--- src/rtl/instr_fetch_unit.sv ---
// instr_fetch_unit: RV32 fetch stage, APB master to imem with one transfer in flight,
// delivering {pc, inst} to decode over valid/ready with jump and branch redirects.
module instr_fetch_unit #(
   parameter logic [31:0] RESET_PC = 32'h0000_0000,
   parameter logic [31:0] NOP_INST = 32'h0000_0013
) (
   input  logic        clk,
   input  logic        rst_n,
   input  logic        jmp_i,
   input  logic        branch_i,
   input  logic        ready_i,
   input  logic        branch_cmp_result_valid_i,
   input  logic        branch_cmp_result_i,
   input  logic [31:0] jmp_target_i,
   output logic        imem_psel_o,
   output logic        imem_penable_o,
   output logic        imem_pwrite_o,
   output logic [31:0] imem_paddr_o,
   output logic [31:0] imem_pwdata_o,
   input  logic [31:0] imem_prdata_i,
   input  logic        imem_pready_i,
   input  logic        imem_pslverr_i,
   output logic        valid_o,
   output logic        branch_taken_o,
   output logic [31:0] pc_o,
   output logic [31:0] inst_o
);
   typedef enum logic [2:0] {IDLE, SETUP, ACCESS, HOLD, BR_WAIT} state_t;

   state_t      state_q, state_d;
   logic [31:0] fetch_pc_q, fetch_pc_d, redir_pc_q, redir_pc_d;
   logic [31:0] pc_q, pc_d, inst_q, inst_d;
   logic        valid_q, valid_d, taken_q, taken_d;
   logic        redir_q, redir_d, br_pend_q, br_pend_d;

   always_ff @(posedge clk or negedge rst_n) begin
      if (!rst_n) begin
         state_q    <= IDLE;
         fetch_pc_q <= RESET_PC;
         redir_pc_q <= '0;
         pc_q       <= '0;
         inst_q     <= '0;
         valid_q    <= 1'b0;
         taken_q    <= 1'b0;
         redir_q    <= 1'b0;
         br_pend_q  <= 1'b0;
      end else begin
         state_q    <= state_d;
         fetch_pc_q <= fetch_pc_d;
         redir_pc_q <= redir_pc_d;
         pc_q       <= pc_d;
         inst_q     <= inst_d;
         valid_q    <= valid_d;
         taken_q    <= taken_d;
         redir_q    <= redir_d;
         br_pend_q  <= br_pend_d;
      end
   end

   always_comb begin
      state_d    = state_q;
      fetch_pc_d = fetch_pc_q;
      redir_pc_d = redir_pc_q;
      pc_d       = pc_q;
      inst_d     = inst_q;
      valid_d    = valid_q;
      taken_d    = 1'b0;
      redir_d    = redir_q;
      br_pend_d  = br_pend_q;
      case (state_q)
         IDLE: begin
            fetch_pc_d = jmp_i ? jmp_target_i : fetch_pc_q;
            state_d    = (branch_i && !jmp_i) ? BR_WAIT : SETUP;
         end
         SETUP, ACCESS: begin
            state_d = (state_q == SETUP) ? ACCESS : state_q;
            if (state_q == ACCESS && imem_pready_i) begin
               redir_d   = 1'b0;
               br_pend_d = 1'b0;
               if (jmp_i) begin
                  fetch_pc_d = jmp_target_i;
                  state_d    = SETUP;
               end else if (redir_q) begin
                  fetch_pc_d = redir_pc_q;
                  state_d    = (br_pend_q || branch_i) ? BR_WAIT : SETUP;
               end else if (br_pend_q || branch_i) begin
                  state_d = BR_WAIT;
               end else begin
                  pc_d    = fetch_pc_q;
                  inst_d  = imem_pslverr_i ? NOP_INST : imem_prdata_i;
                  valid_d = 1'b1;
                  state_d = HOLD;
               end
            // Redirect is parked so paddr stays stable until the transfer ends
            end else if (jmp_i) begin
               redir_d    = 1'b1;
               redir_pc_d = jmp_target_i;
               br_pend_d  = 1'b0;
            end else if (branch_i) begin
               br_pend_d = 1'b1;
            end
         end
         HOLD: begin
            if (jmp_i) begin
               fetch_pc_d = jmp_target_i;
               valid_d    = 1'b0;
               state_d    = SETUP;
            end else if (ready_i) begin
               fetch_pc_d = pc_q + 32'd4;
               valid_d    = 1'b0;
               state_d    = branch_i ? BR_WAIT : SETUP;
            end else if (branch_i) begin
               valid_d = 1'b0;
               state_d = BR_WAIT;
            end
         end
         BR_WAIT: begin
            if (jmp_i) begin
               fetch_pc_d = jmp_target_i;
               state_d    = SETUP;
            end else if (branch_cmp_result_valid_i) begin
               fetch_pc_d = branch_cmp_result_i ? jmp_target_i : fetch_pc_q;
               taken_d    = branch_cmp_result_i;
               state_d    = SETUP;
            end
         end
         default: state_d = IDLE;
      endcase
   end

   always_comb begin
      imem_psel_o    = (state_q == SETUP) || (state_q == ACCESS);
      imem_penable_o = (state_q == ACCESS);
      imem_pwrite_o  = 1'b0;
      imem_paddr_o   = fetch_pc_q;
      imem_pwdata_o  = '0;
      valid_o        = valid_q;
      branch_taken_o = taken_q;
      pc_o           = pc_q;
      inst_o         = inst_q;
   end
endmodule

--- config.mk ---
export PLATFORM = sky130hd
export DESIGN_NAME = instr_fetch_unit
export DESIGN_NICKNAME = d
export VERILOG_FILES = /design/src/rtl/instr_fetch_unit.sv
export SDC_FILE = /design/constraint.sdc
export NUM_CORES = 1
export LEC_CHECK = 0
export CORE_MARGIN = 2
export CORE_UTILIZATION = 30
export CTS_BUF_LIST = sky130_fd_sc_hd__clkbuf_4 sky130_fd_sc_hd__clkbuf_8
export CTS_CLUSTER_DIAMETER = 40
export CTS_CLUSTER_SIZE = 20
export DETAILED_ROUTE_END_ITERATION = 10
export PLACE_DENSITY = 0.55
export REMOVE_ABC_BUFFERS = 1
export SLEW_MARGIN = 30
export SYNTH_ARGS = -nofsm -noshare
export SYNTH_HDL_FRONTEND = slang
export SYNTH_SLANG_ARGS = --single-unit
--- constraint.sdc ---
create_clock -name clk -period 1.75 [get_ports clk]
set_input_delay 0.35 -clock clk [delete_from_list [all_inputs] [get_ports clk]]
set_output_delay 0.35 -clock clk [all_outputs]
set_load 0.02 [all_outputs]
Word level (Yosys, flattened, before mapping)
Cells that the tools add are included.

Muxes and demuxes: 41. Equality and inequality tests: 15. $add $sub $neg: 1. Reduce and logical (&&, ||, !) cells: 18. Bitwise gates (word level): 4.

Operators by type and width (count): $mux W32 (10); $pmux W32 S4 (1); $mux W3 (13); $add A32 B3 Y32 const B (1); $mux W1 (15); $ne A3 B3 Y1 const B (5); $pmux W3 S4 (1); $ne A2 B2 Y1 const B (5); $reduce_and A7 Y1 (1); $eq A3 B2 Y1 const B (2); $reduce_and A3 Y1 (2); $reduce_and A6 Y1 (1); $reduce_and A5 Y1 (1); $ne A4 B4 Y1 const B (1); $not A1 Y1 (4); $reduce_and A2 Y1 (2); $reduce_bool A2 Y1 (2); $reduce_bool A4 Y1 (1); $eq A3 B1 Y1 const B (1); $eq A3 B3 Y1 const B (1); $logic_not A3 Y1 (1); $reduce_bool A3 Y1 (1); $logic_and A1 B1 Y1 (2); $logic_or A1 B1 Y1 (2); other kinds (3) (3).

Register bits: 135.

Depth between registers and ports, before layout
Gate-level depths: netlist (run 1).

Word-level depth: 6. Depth in mapped cells: 8.

Least setup slack after synthesis (run 1)
No wires, ideal clock.

Path kind: flip-flop to flip-flop. Start: reg pc_q[9], in the netlist pc_o[9]. End: reg fetch_pc_q[18], in the netlist imem_paddr_o[18]. Period minus slack after synthesis: 1996 ps. Cell stages (with the launch flop): 7. Path slack: -246 ps. Data required time: 1669 ps. Buffers on the path: 1. Setup time: 81 ps. Data arrival time: 1914 ps. Path through: dfrtp_1 buf_2 nand2_1 or3_4 or4_1 a31o_1 a31oi_2.

Cells in the longest elaborated chain, start to end: 4.

RTL lines: start: declaration (line 32) `logic [31:0] pc_q, pc_d, inst_q, inst_d;`; start signal: assignment (line 51) `pc_q <= pc_d;`; $add A32 B3 Y32 (line 109) `fetch_pc_d = pc_q + 32'd4;`; $mux W32 (line 108) `end else if (ready_i) begin`; $mux W32 (line 104) `if (jmp_i) begin`; $pmux W32 S4 (line 70) `case (state_q)`; end signal: assignment (line 49) `fetch_pc_q <= fetch_pc_d;`; end: declaration (line 31) `logic [31:0] fetch_pc_q, fetch_pc_d, redir_pc_q, redir_pc_d;`.

No other way between the ends. The select of a mux whose other input is x is not followed. A chain may end at the register's enable or synchronous reset.

Worst setup path after layout (run 1)
Start: reg state_q[0]. End: reg fetch_pc_q[30], in the netlist imem_paddr_o[30].

Cells in the longest elaborated chain, start to end: 4. Elaborated cells between the ends (all ways): 16. Those cells by class: 10 x eq/ne; 1 x mux; 5 x reduce/logical.

RTL lines: start: declaration (line 30) `state_t state_q, state_d;`; start signal: assignment (line 48) `state_q <= state_d;`; $eq A3 B2 Y1 / $eq A3 B1 Y1 (equally long branches) (line 70, 77); $reduce_or A2 Y1 / $logic_and A1 B1 Y1 (equally long branches) (line 70, 77); $ne A3 B3 Y1 (no line) (tied with other cells); $reduce_and A7 Y1 (no line).

Several ways; a longest one is shown, not always the timed one.

==> results of run 1 <==
[state kept, by name, indices dropped and copies added, names as in the netlist]
signal and cells:
branch_taken_o 1, pc_o 32, state_q 3, valid_o 1, br_pend_q 1, redir_pc_q 32, inst_o 32, imem_paddr_o 32
redir_q 1
[cells by family after synthesis]
| family | Yosys count | synth area share, % |
|---|---|---|
| AO/OA/AOI/OAI | 216 | 19.0 |
| XOR/XNOR | 18 | 2.12 |
| adder cells (fa/ha/maj) | 1 | 0.168 |
| buffers and inverters | 97 | 7.32 |
| flip-flops | 135 | 45.3 |
| multiplexers | 37 | 5.53 |
| other | 1 | 0.0503 |
| AND/OR/NAND/NOR | 326 | 20.5 |
[Yosys cell counts, types with 13 or more instances]
master,count
a21oi_1,16
a22oi_1,17
a2bb2oi_1,14
buf_4,39
clkbuf_1,39
dfrtp_1,135
mux2_2,31
nand2_1,176
nand2b_1,34
nand3_1,16
nor2_1,41
o21a_1,15
o21ai_0,85
o22ai_1,13
[layer usage]
metal,vias to the layer above,wire length (microns),share of wire [%]
met4,0,512,1.9
met5,-,0,0
met3,30,1330,4.9
met1,3524,12200,45
met2,237,13300,48
li1,3410,-,-
[timing repair]
item | CTS | global route
gates cloned | 8 | 8
endpoints found under the hold margin | 30 | 0
pin swaps | 19 | 62
hold buffers | 1 | 0
buffers inserted | 17 | 15
endpoints found under the setup margin | 167 | 123
resized for setup | 222 | 130
[final cells by class]
type | count | area [sq um] | share of cell area, %
multi-input cells | 632 | 4320 | 36.7
flip-flops and latches | 135 | 3380 | 28.7
repair buffers | 316 | 3210 | 27.2
well taps | 324 | 405 | 3.44
clock buffers | 20 | 269 | 2.28
clock inverters | 12 | 175 | 1.49
inverters | 4 | 18.8 | 0.159
repair inverters | 1 | 7.51 | 0.0637
[worst reg2reg max path: stages, from the launching register on]
cell and delay [ps]:
dfrtp_2 450, buf_6 150, o21a_1 190, nor2_4 210, a31oi_4 130, buf_4 170
buf_12 140, a311oi_2 250, o22ai_1 100
[power by group]
part / switching [uW] / leakage [uW] / total, uW / internal [uW]
sequential: 1250 / 0.00171 / 5700 / 4450
clock: 1320 / 0.000218 / 2960 / 1640
combinational: 5820 / 0.00353 / 11500 / 5730
total: 8380 / 0.00545 / 20200 / 11800
[worst max-delay path by stage]
stage / cells after the start / end / slack, ps
2_1_floorplan: 4 / inst_o[10] / -1780
3_3_place_gp: 7 / imem_paddr_o[26] / -390
3_5_place_dp: 7 / imem_paddr_o[26] / -410
4_1_cts: 9 / imem_paddr_o[30] / -170
5_1_grt: 8 / imem_paddr_o[30] / -220
6_report: 8 / imem_paddr_o[30] / -170
[through the flow]
step           area (sq um)  std cells  setup slack (ps)
6_report              11800       1444              -166
5_1_grt               11800       1444              -218
4_1_cts               11200       1424              -172
3_5_place_dp          10100       1367              -408
3_3_place_gp          10100       1367              -391
2_1_floorplan          7040        770             -1780
==> results.toml, run 1 <==
[clock_network]
cts_tree = "done"
cts-htree-levels = 4
clock_sinks = 135
path_clk_slew_ps = 80
cts_root_buf = "clkbuf_8"
clock_path_buffers = 2
clk_latency_ps = 460
numCtsBuffers = 17

[synth]
yosysWarnings = 0
synth_largest_area_cell = "dfrtp_1"
yosysTopAreaCellShare_pct = 45.3
ys_seq_elements = 135
syn_area_sq_um = 7450
synth_cells = 831
synth_ff_type = "dfrtp_1"
synth_area_leaders = "dfrtp_1 (45%), nand2_1 (8.9%), o21ai_0 (5.7%), mux2_2 (4.7%), buf_4 (3.9%)"
syn_area_per_cell_sq_um = 8.96
synth_cell_type_count = 66
synth_edf_count = 0
async_flop_share_pct = 100
ys_seq_area_share_pct = 45.3

[setup_path]
crit_buf_inv = 3
critical-path-top-delay-family = "compound AO/OA/AOI/OAI gates"
cp_max_fo = 8
cpPeakStageDelay_ps = 450
end_kind = "register"
rrSetupSlack_ps = -170
critical_path_arrival_ps = 2250
critPathKind = "register to register"
crit_slowest_cell = "dfrtp_2"
required_ps = 2080
rr_endpoint = "imem_paddr_o[30]"
crit_start = "state_q[0]"
reg2reg_depth = 8
path_cells = "buf_6 -> o21a_1 -> nor2_4 -> a31oi_4 -> buf_4 -> buf_12 -> a311oi_2 -> o22ai_1"
critPathLaunchType = "register"
r2r_start = "state_q[0]"

[die]
coreArea_sq_um = 24300
rows = 57
io_pins = 206
start_util_pct = 30.6
die_y_microns = 162
dieArea_sq_um = 26100
die-width_microns = 162

[power_and_ir_drop]
power_density_nw_per_um2 = 1710
fin_total_pwr_uw = 20200
power.leakage_uw = 0.00545
vdd_drop_max_v = 0.000799

[status]
failed_checks = "setup timing"
run_status = "finished, violations left"

[global_routing]
grt_use_met2_pct = 32.8
grt.busiest_layer = "met2"
grt-ovfl-total = 0
grt_start_max_net_pins = 57
grt_use_met1_pct = 28.0
grt_pass1_wl_microns = 41200
track_usage_pct = 20.4
antenna_found_initial = 0
use_met3_pct = 3.42
grt_pass1_vias = 7092

[detailed_routing]
drt-pass1-iter-count = 5
ant_nets = 0
wl_per_cell_microns = 18.9
vias_per_cell = 4.99
drt_wl_total_microns = 27300
drtIter0Drc = 389
drc = 0
vias = 7201

[finish]
fin_nets = 1181
diodes = 0
finish.utilization_pct = 48.5
area_delta_synth_final_pct = 58.3
fill_cells = 2306
drive_gt1_share_pct = 30.2
layout_common_cells = "nand2_1 (131), dfrtp_1 (131), buf_4 (89), dlygate4sd2_1 (88), clkdlybuf4s50_1 (70)"

[timing]
drv_slew = 0
fin_setup_tns_ps = -6140
period_needed_ps = 1920
worst_slack_ps = -166
rsz0062_at_grt = "yes"
fmax_mhz = 522
whs_ps = 298
hold_violations = 0
finalCritPeriodShare_pct = 109
finalSetupViolCount = 86
finClkSkew_ps = 9.58

[job]
drv_cap = 0

[place]
hpwlAfterDp_microns = 17900
gp_congestion = 0.841
io_buffer_count = 172

[min_path]
hold_path_class = "input port to register"
holdCritStartpoint = "jmp_i"
whs_path_depth = 2
hold_end = "branch_taken_o"
(Power assumes the default switching activity.)
==> run 2, diff against run 1 <==
--- a/config.mk
+++ b/config.mk
@@ -6,12 +6,12 @@
 export NUM_CORES = 1
 export LEC_CHECK = 0
 export CORE_MARGIN = 2
-export CORE_UTILIZATION = 30
+export CORE_UTILIZATION = 45
 export CTS_BUF_LIST = sky130_fd_sc_hd__clkbuf_4 sky130_fd_sc_hd__clkbuf_8
 export CTS_CLUSTER_DIAMETER = 40
 export CTS_CLUSTER_SIZE = 20
 export DETAILED_ROUTE_END_ITERATION = 10
-export PLACE_DENSITY = 0.55
+export PLACE_DENSITY = 0.78
 export REMOVE_ABC_BUFFERS = 1
 export SLEW_MARGIN = 30
 export SYNTH_ARGS = -nofsm -noshare
==> run 2 against run 1 <==
  * Flip-flop and latch count did not move
  * Combinational power decreased by 7%
  * Sequential power hardly changed
  * Core utilization is 19 points higher
  * The run still ends with setup timing left
  * Via count rose by 6.8%
  * Final cell count fell by 8.3%
  * Sequential share of layout area increased by 1.9 points
==> results.toml, run 2 (synthesis gave the netlist of run 1 again) <==
[die]
io_pins = 206
die_y_microns = 133
rows = 47
dieArea_sq_um = 17600
die-width_microns = 133
start_util_pct = 45.4
coreArea_sq_um = 16400

[clock_network]
clk_latency_ps = 460
cts_tree = "done"
cts-htree-levels = 4
clock_path_buffers = 2
path_clk_slew_ps = 80
numCtsBuffers = 17
cts_root_buf = "clkbuf_8"
clock_sinks = 135

[setup_path]
critical_path_arrival_ps = 2340
required_ps = 2120
rrSetupSlack_ps = -230
critPathKind = "register to register"
critPathLaunchType = "register"
end_kind = "register"
cp_max_fo = 6

[place]
io_buffer_count = 172
hpwlAfterDp_microns = 16300
gp_congestion = 0.924

[finish]
multi_input_area_sq_um = 3980
area_delta_synth_final_pct = 48.5
final_common_cell = "nand2_1"
fin_nets = 1170
diodes = 0
regArea_sq_um = 3380
layout_common_cells = "nand2_1 (154), dfrtp_1 (132), dlygate4sd2_1 (97), buf_4 (91), clkdlybuf4s50_1 (72)"
drive_gt1_share_pct = 24.6
fill_cells = 1224

[status]
failed_checks = "setup timing"
run_status = "finished, violations left"

[detailed_routing]
vias = 7690
drt_wl_total_microns = 26600
drc = 0
drt-pass1-iter-count = 5
ant_nets = 0
drtIter0Drc = 928
wl_per_cell_microns = 20.1
vias_per_cell = 5.81

[timing]
worst_slack_ps = -226
finClkSkew_ps = 14.0
fmax_mhz = 506
finalSetupViolCount = 89
rsz0062_at_grt = "yes"
fin_setup_tns_ps = -11260
hold_violations = 0
finalCritPeriodShare_pct = 113
drv_slew = 0
period_needed_ps = 1980

[global_routing]
grt-ovfl-total = 0
track_usage_pct = 26.5
grt_start_max_net_pins = 70
antenna_found_initial = 0
grt_pass1_vias = 7058
grt_pass1_wl_microns = 36900

[min_path]
hold_path_class = "input port to asynchronous set/reset pin"

[power_and_ir_drop]
vdd_drop_max_v = 0.000984
power.leakage_uw = 0.00516
power_density_nw_per_um2 = 1710
fin_total_pwr_uw = 18900

[job]
drv_cap = 0
[run 2: changes by cell type in the layout (fill, tap and decap cells not counted), sizes merged, moves of 2 or more]
| cell | delta |
|---|---|
| clkinvlp | -3 |
| clkinv | -3 |
| dlygate4sd2 | +9 |
| bufinv | -3 |
| buf | -16 |
| clkdlybuf4s15 | -6 |
| clkbuf | +5 |
| clkdlybuf4s50 | +2 |
[run 2: timing repair]
| action | CTS | global route |
|---|---|---|
| setup endpoints to repair | 169 | 95 |
| hold buffers | 1 | 0 |
| hold endpoints to repair | 17 | 0 |
| resized for setup | 130 | 123 |
| pin swaps | 2 | 29 |
| cloned | 1 | 15 |
| setup buffers | 3 | 19 |
[run 2: path summary, 6_finish.rpt]
path	end	cells past startpoint	from
max	imem_paddr_o[14]	8	state_q[0]
min in group clk	inst_o[2]	3	imem_prdata_i[2]
min reg2reg	inst_o[0]	2	inst_o[0]
min	imem_paddr_o[30]	2	rst_n
max reg2reg	imem_paddr_o[14]	8	state_q[0]
max in group asynchronous	inst_o[18]	3	rst_n
[run 2: layout make-up]
type | instances | share of cell area [%]
Multi-Input combinational cell | 631 | 36.0
Sequential cell | 135 | 30.6
Timing Repair Buffer | 306 | 27.5
Clock buffer | 24 | 2.87
Tap cell | 220 | 2.49
Clock inverter | 3 | 0.396
Inverter | 4 | 0.170
Timing Repair inverter | 1 | 0.0452
[run 2: power breakdown]
| part | switching, uW | internal (uW) |
|---|---|---|
| registers | 1210 | 4460 |
| logic | 5650 | 5060 |
| clock network | 1190 | 1310 |
| total | 8060 | 10800 |
[run 2: worst max-delay path: stages (launching register included)]
cell,delay (ps)
dfrtp_2,470
buf_6,160
nor2b_4,120
a221o_1,310
a31oi_4,280
buf_6,180
clkbuf_16,140
nor2_2,30
a31oi_1,190
[run 2: stage by stage]
step	instance area [sq um]	util (%)	std cells	hold WS (ps)	setup slack, ps
final	11100	67.4	1324	304	-226
after global routing	11100	67.4	1324	342	-300
after CTS	10200	62.5	1292	300	-164
after detailed placement	9890	60.3	1260	219	-469
after global placement	9890	60.3	1260	219	-412
after floorplan	7040	-	770	54.4	-1780
[run 2: metal layers]
| metal | vias to the layer above | wire, microns | track usage (%) |
|---|---|---|---|
| met5 | - | 0 | 0 |
| met4 | 0 | 1300 | 11.8 |
| met3 | 135 | 2340 | 5.10 |
| met2 | 469 | 12600 | 42.6 |
| met1 | 3690 | 10400 | 34.8 |
| li1 | 3396 | - | - |
==> run 3, diff against run 2 <==
--- a/config.mk
+++ b/config.mk
@@ -11,7 +11,9 @@
 export CTS_CLUSTER_DIAMETER = 40
 export CTS_CLUSTER_SIZE = 20
 export DETAILED_ROUTE_END_ITERATION = 10
-export PLACE_DENSITY = 0.78
+export DONT_BUFFER_PORTS = 1
+export GPL_TIMING_DRIVEN = 0
+export PLACE_DENSITY = 0.61
 export REMOVE_ABC_BUFFERS = 1
 export SLEW_MARGIN = 30
 export SYNTH_ARGS = -nofsm -noshare
==> run 3 against run 2 <==
  * The run ends with hold timing, setup timing left
  * Total power is 4.3% higher
  * Maximum frequency is 9.6% lower
  * Clock skew up 3.5 ps
  * Sequential share of layout area up 2.3 points
  * Critical endpoint is now redir_pc_q[5]
==> results.toml, run 3 (synthesis gave the netlist of run 1 again) <==
[timing]
finClkSkew_ps = 17.5
slew_headroom_pct = 48.2
drv_slew = 0
hold_violations = 135
finalCritPeriodShare_pct = 125
rsz0062_at_grt = "yes"
finalSetupViolCount = 136
worst_slack_ps = -435
tightest_slew_ps = 772
whs_ps = -416
period_needed_ps = 2190
fmax_mhz = 458

[clock_network]
path_clk_slew_ps = 80
clock_path_buffers = 2
clock_sinks = 135
cts-htree-levels = 4
numCtsBuffers = 17
hold_buffers = 2
cts_root_buf = "clkbuf_8"
cts_tree = "done"
clk_latency_ps = 460

[finish]
regArea_sq_um = 3420
fill_cells = 1225
finish.utilization_pct = 63.3
final_common_cell = "dfrtp_1"
diodes = 0
drive_gt1_share_pct = 42.9
layout_common_cells = "dfrtp_1 (110), nand2_1 (89), nand2_2 (54), buf_4 (43)"
multi_input_area_sq_um = 4790
fin_nets = 990
area_delta_synth_final_pct = 39.4

[setup_path]
rrSetupSlack_ps = -440
required_ps = 2090
path_cells = "nor3b_4 -> nand2_2 -> and3_4 -> buf_12 -> buf_16 -> mux2_4"
reg2reg_depth = 6
cpPeakStageDelay_ps = 560
r2r_start = "state_q[0]"
crit_buf_inv = 2
critPathLaunchType = "register"
critPathKind = "register to register"
rr_endpoint = "redir_pc_q[5]"
crit_slowest_cell = "dfrtp_4"
critical-path-top-delay-family = "simple AND/OR/NAND/NOR gates"
end_kind = "register"
cp_max_fo = 6
critical_path_arrival_ps = 2530

[global_routing]
grt-ovfl-total = 0
track_usage_pct = 32.1
grt_pass1_wl_microns = 43200
grt_start_max_net_pins = 136
grt_pass1_vias = 7369
antenna_found_initial = 0

[die]
rows = 47
die-width_microns = 133
dieArea_sq_um = 17600
coreArea_sq_um = 16400
die_y_microns = 133
start_util_pct = 45.4
io_pins = 206

[job]
drv_cap = 0

[place]
gp_congestion = 0.809
dpl_worst_slack_ps = -1120
io_buffer_count = 0
hpwlAfterDp_microns = 14000

[power_and_ir_drop]
fin_total_pwr_uw = 19700
power.leakage_uw = 0.00442
power_density_nw_per_um2 = 1900
vdd_drop_max_v = 0.00106

[detailed_routing]
drc = 0
wl_per_cell_microns = 26.4
ant_nets = 0
vias = 7474
vias_per_cell = 6.53
drtIter0Drc = 909
drt-pass1-iter-count = 6
drt_wl_total_microns = 30200

[status]
run_status = "finished, violations left"
failed_checks = "hold timing, setup timing"

[min_path]
hold_path_class = "input port to asynchronous set/reset pin"
run 3: changes by cell type in the layout (fill, tap and decap cells not counted), sizes merged, moves of 7 or more:
cell | before | now
buf | 126 | 110
a31o | 4 | 11
clkdlybuf4s50 | 72 | 0
dlygate4sd2 | 97 | 0
clkbuf | 34 | 26
run 3: power by group:
group          leakage [uW]  total [uW]  switching [uW]  internal, uW
combinational       0.00257        9920            5040          4880
sequential          0.00167        7360            2880          4480
clock              0.000176        2400            1210          1200
run 3: what timing repair did:
action | 4_1_cts | 5_1_grt
endpoints found under the setup margin | 136 | 136
gates cloned | 20 | 5
gates resized for setup | 236 | 156
buffers inserted | 85 | 17
pin swaps | 48 | 60
endpoints found under the hold margin | 138 | 135
run 3: worst reg2reg max path, delay by kind of cell (launching register included):
family	cells	cell delay, ps
flops	1	560
buf+inv	2	290
simple gates	3	920
mux	1	300
run 3: layout make-up:
type	count	area share [%]
inverters	4	0.181
clock buffers	22	2.74
multi-input cells	641	46.2
well taps	220	2.65
clock inverters	5	0.506
flip-flops and latches	135	32.9
repair buffers	116	14.8
repair inverters	1	0.0723
run 3: how the worst max path moves through the flow:
stage                from             end  cells after the start
6_report       state_q[0]   redir_pc_q[5]                      6
4_1_cts        state_q[1]  redir_pc_q[26]                      7
2_1_floorplan  state_q[1]      inst_o[10]                      4
3_5_place_dp   state_q[1]  redir_pc_q[14]                      6
5_1_grt        state_q[0]  redir_pc_q[11]                      6
3_3_place_gp   state_q[1]      inst_o[29]                      3
run 3: per-stage QoR:
stage	hold slack (ps)	cells	TNS, ps	instance area [sq um]
floorplan	54.4	770	-180840	7040
global placement	57.3	990	-361890	7310
detailed placement	57.8	994	-114330	7440
CTS	-432	1127	-25070	9670
global route	-437	1144	-37390	10400
finish	-416	1144	-36790	10400
run 3: routing by layer:
metal  vias to the layer above  routed length [microns]  part of all wire (%)  global-route usage (%)
li1                       3050                        -                     -                       -
met5                         -                        0                     0                       0
met1                      3719                    10800                    36                    39.4
met4                         0                     1540                   5.1                    16.5
met3                       139                     3750                    12                    11.5
met2                       566                    14100                    47                    49.9
